<file path="src/rtl/cpu_step_sequencer_pkg.sv">
// Shared definitions for the multi-cycle step sequencer: FSM state encodings
// and the project-wide ENABLE/DISABLE defines.
`ifndef ENABLE
`define ENABLE  1'b1
`endif
`ifndef DISABLE
`define DISABLE 1'b0
`endif

package cpu_step_sequencer_pkg;

    typedef enum logic [2:0] {
        S_FETCH  = 3'd0,
        S_DECODE = 3'd1,
        S_EXEC   = 3'd2,
        S_MEM    = 3'd3,
        S_WB     = 3'd4,
        S_HALT   = 3'd5,
        S_FAULT  = 3'd6
    } state_t;

    localparam int unsigned PERF_W = 32;

endpackage

</file>
<file path="src/rtl/cpu_step_sequencer_mem_wait_timer.sv">
// Wait counter shared by the fetch and data-memory handshakes; flags expiry
// on the last allowed wait cycle. TIMEOUT_CYCLES = 0 never expires.
module cpu_step_sequencer_mem_wait_timer #(
    parameter int unsigned TIMEOUT_CYCLES = 16,
    parameter int unsigned TIMEOUT_W      = 5
) (
    input  logic clk,
    input  logic rst,
    input  logic inc,
    input  logic clr,
    output logic expired
);

    localparam bit TIMEOUT_EN = (TIMEOUT_CYCLES != 0);
    localparam logic [TIMEOUT_W-1:0] LIMIT =
        TIMEOUT_EN ? TIMEOUT_W'(TIMEOUT_CYCLES - 1) : '0;

    logic [TIMEOUT_W-1:0] count;

    always_ff @(posedge clk or posedge rst) begin
        if (rst) begin
            count <= '0;
        end else if (clr) begin
            count <= '0;
        end else if (inc) begin
            count <= count + 1'b1;
        end
    end

    assign expired = TIMEOUT_EN && (count == LIMIT);

endmodule

</file>
<file path="src/rtl/cpu_step_sequencer.sv">
// One-instruction-at-a-time control FSM for the RV32I core.
// Optional PERF_COUNT_EN adds cycle_cnt / instret_cnt performance counters.
//
//   state    | meaning
//   S_FETCH  | imem_req held; ack latches IR
//   S_DECODE | decoder settles; halt detected here
//   S_EXEC   | ALU cycle; loads/stores branch to S_MEM
//   S_MEM    | dmem_req held; dmem_we = store
//   S_WB     | pc_we pulse, rf_we unless store
//   S_HALT   | terminal, halted until rst
//   S_FAULT  | terminal, memory timeout until rst
module cpu_step_sequencer
    import cpu_step_sequencer_pkg::*;
#(
    parameter int unsigned TIMEOUT_CYCLES = 16,
    parameter int unsigned TIMEOUT_W      = 5
) (
    input  logic       clk,
    input  logic       rst,
    output logic       imem_req,
    input  logic       imem_ack,
    output logic       ir_we,
    input  logic       dec_wren,
    input  logic       dec_is_load,
    input  logic       dec_is_store,
    input  logic       dec_is_halt,
    output logic       dmem_req,
    output logic       dmem_we,
    input  logic       dmem_ack,
    output logic       pc_we,
    output logic       rf_we,
    output logic       halted,
    output logic       fault,
    output logic [2:0] state
`ifdef PERF_COUNT_EN
    ,
    output logic [PERF_W-1:0] cycle_cnt,
    output logic [PERF_W-1:0] instret_cnt
`endif
);

    state_t state_q, state_d;
    logic   timer_inc, timer_expired;

    cpu_step_sequencer_mem_wait_timer #(
        .TIMEOUT_CYCLES(TIMEOUT_CYCLES),
        .TIMEOUT_W     (TIMEOUT_W)
    ) u_mem_wait_timer (
        .clk    (clk),
        .rst    (rst),
        .inc    (timer_inc),
        .clr    (~timer_inc | timer_expired),
        .expired(timer_expired)
    );

    always_ff @(posedge clk or posedge rst) begin
        if (rst) begin
            state_q <= S_FETCH;
        end else begin
            state_q <= state_d;
        end
    end

    always_comb begin
        state_d   = state_q;
        timer_inc = 1'b0;
        imem_req  = 1'b0;
        ir_we     = 1'b0;
        dmem_req  = 1'b0;
        dmem_we   = 1'b0;
        pc_we     = 1'b0;
        rf_we     = 1'b0;
        halted    = 1'b0;
        fault     = 1'b0;
        unique case (state_q)
            S_FETCH: begin
                imem_req = 1'b1;
                if (imem_ack) begin
                    ir_we   = 1'b1;
                    state_d = S_DECODE;
                end else begin
                    timer_inc = 1'b1;
                    if (timer_expired) state_d = S_FAULT;
                end
            end
            S_DECODE: state_d = dec_is_halt ? S_HALT : S_EXEC;
            S_EXEC:   state_d = (dec_is_load | dec_is_store) ? S_MEM : S_WB;
            S_MEM: begin
                dmem_req = 1'b1;
                dmem_we  = dec_is_store;
                if (dmem_ack) begin
                    state_d = S_WB;
                end else begin
                    timer_inc = 1'b1;
                    if (timer_expired) state_d = S_FAULT;
                end
            end
            S_WB: begin
                pc_we   = 1'b1;
                rf_we   = dec_wren & ~dec_is_store;
                state_d = S_FETCH;
            end
            S_HALT:  halted = 1'b1;
            S_FAULT: fault  = 1'b1;
            default: state_d = S_FETCH;
        endcase
        // Reset is asynchronous: kill any in-flight handshake right away.
        if (rst) begin
            imem_req = 1'b0;
            ir_we    = 1'b0;
            dmem_req = 1'b0;
            dmem_we  = 1'b0;
            pc_we    = 1'b0;
            rf_we    = 1'b0;
            halted   = 1'b0;
            fault    = 1'b0;
        end
    end

    assign state = state_q;

`ifdef PERF_COUNT_EN
    always_ff @(posedge clk or posedge rst) begin
        if (rst) begin
            cycle_cnt   <= '0;
            instret_cnt <= '0;
        end else begin
            if (state_q != S_HALT && state_q != S_FAULT) cycle_cnt <= cycle_cnt + 1'b1;
            if (pc_we) instret_cnt <= instret_cnt + 1'b1;
        end
    end
`endif

endmodule

</file>
<file path="config.mk">
export PLATFORM = sky130hd
export DESIGN_NAME = cpu_step_sequencer
export DESIGN_NICKNAME = d
export VERILOG_FILES = /design/src/rtl/cpu_step_sequencer_pkg.sv /design/src/rtl/cpu_step_sequencer_mem_wait_timer.sv /design/src/rtl/cpu_step_sequencer.sv
export SDC_FILE = /design/constraint.sdc
export NUM_CORES = 1
export LEC_CHECK = 0
export CORE_AREA = 2 2 39 41
export CTS_CLUSTER_DIAMETER = 80
export DETAILED_ROUTE_END_ITERATION = 6
export DIE_AREA = 0 0 41 43
export PLACE_DENSITY = 0.74
export REMOVE_ABC_BUFFERS = 1
export SLEW_MARGIN = 20
export SYNTH_ARGS = -nofsm -noshare
export SYNTH_HDL_FRONTEND = slang
export SYNTH_SLANG_ARGS = --single-unit
</file>
<file path="constraint.sdc">
create_clock -name clk -period 2.05 [get_ports clk]
set_input_delay 0.205 -clock clk [delete_from_list [all_inputs] [get_ports clk]]
set_output_delay 0.205 -clock clk [all_outputs]
set_load 0.02 [all_outputs]
</file>
==> results.yml, run 1 <==
synthesis:
  async_flop_share_pct: 100
  synthTopCellsByArea: "dfrtp_1, nor2_1, ha_1"
  yosysWarningCount: 0
  synth_area_um2: 544
  synth_cell_types: 29
  yosys.area.top_type: "dfrtp_1"
  synth_edf_count: 0
  seq_area_frac_synth_pct: 36.8
  synthCells: 61
  syn_area_per_cell_um2: 8.92
  synthFlopType: "dfrtp_1"
  ys_seq_elements: 8
  synth_top_area_share_pct: 36.8
critical_path:
  critPathArrivalTime_ns: 1.73
  worstSetupEndpointType: "output port"
  crit_slowest_cell: "clkdlybuf4s50_1"
  path_class: "reg2out"
  cp_cell_sequence: "inv_1 -> and3_1 -> and3b_1 -> clkdlybuf4s50_1"
  start_kind: "register"
  cp_slowest_stage_delay_ns: 0.59
  worst-path-max-fanout: 5
  worst_r2r_path_depth: 6
  worstPathRequired_ns: 1.85
global_routing:
  grt_pass1_vias: 398
  grt_antenna_before_repair: 0
  grt_max_degree: 16
  grt_usage_pct: 14.5
  grt_pass1_wl_mm: 1.72
  overflow: 0
layout:
  antenna_cells: 0
  multiInputGateArea_um2: 295
  nNetsFinal: 94
  seqCellArea_um2: 200
  syn_to_final_growth_pct: 42.1
  design_area_um2: 773
  drive_above_1_share_pct: 11.0
  nFillCells: 136
  utilization_pct: 55.9
clock_tree:
  clockRootBuffer: "clkbuf_4"
  path_clk_slew_ns: 0.05
  cts_sinks: 8
  cts_buffer_depth: 2
  htreeDepth: 1
  cts-buffers-inserted: 3
  cts_setup_buffers: 0
  clock_latency_ns: 0.25
  cts_tree: "yes"
  postCtsHoldBufs: 0
floorplan:
  rows: 14
  start_util_pct: 39.3
  io_pins: 19
  die_h_um: 43
  fp.dieArea_um2: 1760
  coreArea_um2: 1380
  die_width_um: 41
place:
  place_ws_ns: 0.118
  place_congestion: 0.831
  hpwl_um: 916
  io_buffers: 18
  place_area_um2: 748
pwr:
  power_density_nw_per_um2: 1130
  leakage_uw: 0.000358
  ir_drop_uv: 394
timing:
  final_hold_viol_count: 0
  rsz0062_at_grt: "no"
  finalMaxSlewViolations: 0
  setup_violations: 0
  worst_pin_slew_ns: 0.537
  fin_crit_sh_pct: 94.2
  clock-skew-final_ns: 0.000611
  fmax_mhz: 518
  finalWorstSetupSlack_ns: 0.118
  period_minus_slack_ns: 1.93
  slew_headroom_pct: 63.8
  finalSetupTns_ns: 0
route:
  routed-via-count: 528
  drt_iter0_drc: 9
  first_pass_iters: 4
  vias_per_cell: 5.39
  drc: 0
  routedWlPerCell_um: 11.7
  ant_nets: 0
  wirelength_mm: 1.15
hold_path:
  hp-class: "in2async"
run_status:
  run_status: "finished clean"
job:
  cap_violations: 0
sequential cells by signal, indices dropped and copies added, names as in the netlist:
| register | cells |
|---|---|
| state | 3 |
| u_mem_wait_timer.count | 5 |
cells by family (layout without fill, tap and decap cells):
kind of cell	after synthesis	after routing	synth area share, %
compound gates	12	12	16.1
xor+xnor	3	3	4.83
fa+ha+maj	2	2	4.60
buf+inv	10	31	8.96
flops	8	8	36.8
simple gates	26	26	28.7
cell type report:
class / instances / area share (%)
flip-flops and latches: 8 / 25.9
clock buffers: 3 / 2.91
multi-input cells: 43 / 38.2
well taps: 16 / 2.59
repair buffers: 22 / 27.5
inverters: 6 / 2.91
cell usage in the layout, fill, tap and decap left out:
cell type,n
clkdlybuf4s50_1,17
nor2_1,8
dfrtp_1,8
inv_1,6
o21ai_0,4
buf_4,4
nor3_1,3
and3_1,3
clkbuf_4,3
and3b_1,2
xnor2_1,2
and2_1,2
ha_1,2
a32oi_1,1
nand2b_1,1
or3_4,1
o211ai_1,1
a221o_1,1
o221ai_1,1
nor2b_1,1
a221oi_1,1
o32ai_1,1
and4_1,1
nand2_1,1
nor4_2,1
nand3_1,1
xor2_1,1
or3b_1,1
a21oi_1,1
a41o_1,1
dlymetal6s2s_1,1
critical path: cells and delay by family, from the launching register on:
family	cells	cell delay (ns)
buffers and inverters	2	0.73
flip-flops	1	0.41
AND/OR/NAND/NOR	2	0.33
stage by stage:
| stage | total power (uW) | hold WS [ns] | cells |
|---|---|---|---|
| after floorplan | 536 | 0.0261 | 57 |
| after global placement | 754 | 0.448 | 95 |
| after detailed placement | 764 | 0.462 | 95 |
| after CTS | 881 | 0.343 | 98 |
| after global routing | 939 | 0.346 | 98 |
| final | 873 | 0.350 | 98 |
path summary, 6_finish.rpt:
check                                       endpoint                       from  slack, ns
hold reg to reg            u_mem_wait_timer.count[0]  u_mem_wait_timer.count[0]       0.46
setup / recovery                               rf_we                   state[1]       0.12
setup reg to reg                            state[2]  u_mem_wait_timer.count[0]       0.42
hold / removal                              state[1]                        rst       0.35
max in group asynchronous  u_mem_wait_timer.count[4]                        rst       1.58
min in group clk           u_mem_wait_timer.count[0]  u_mem_wait_timer.count[0]       0.46
synth_stat cells, types with 2 or more instances:
| library cell | instances |
|---|---|
| nor2_1 | 8 |
| dfrtp_1 | 8 |
| buf_2 | 3 |
| inv_1 | 6 |
| o21ai_0 | 4 |
| ha_1 | 2 |
| and3b_1 | 2 |
| nor3_1 | 3 |
| and2_1 | 2 |
| xnor2_1 | 2 |
| and3_1 | 3 |
repair_timing:
action | CTS | global route
setup endpoints to repair | 0 | 1
hold endpoints to repair | 0 | 0
resized for setup | 0 | 1
power breakdown:
part	leakage, uW	internal, uW	switching (uW)	total (uW)
Clock	0.0000138	66.6	47.7	114
Sequential	0.000106	201	43.4	244
Combinational	0.000238	241	274	515
Total	0.000358	509	365	873
layer usage:
metal  wire (um)  GRT usage [%]  vias to the layer above  part of all wire (%)
met5           0              0                        -                     0
met4           0           2.00                        0                     0
li1            -              -                      259                     -
met2         584           21.3                       17                    51
met1         504           19.1                      252                    44
met3          58           7.85                        0                   5.1
No activity file was read; power rests on OpenSTA's default activity.
==> run 2, diff against run 1 <==
--- a/config.mk
+++ b/config.mk
@@ -5,10 +5,12 @@
 export SDC_FILE = /design/constraint.sdc
 export NUM_CORES = 1
 export LEC_CHECK = 0
+export CAP_MARGIN = 15
 export CORE_AREA = 2 2 39 41
 export CTS_CLUSTER_DIAMETER = 80
 export DETAILED_ROUTE_END_ITERATION = 6
 export DIE_AREA = 0 0 41 43
+export GPL_ROUTABILITY_DRIVEN = 1
 export PLACE_DENSITY = 0.74
 export REMOVE_ABC_BUFFERS = 1
 export SLEW_MARGIN = 20
==> results of run 2 <==
Final layout, timing and power as in run 1 (identical DEF).
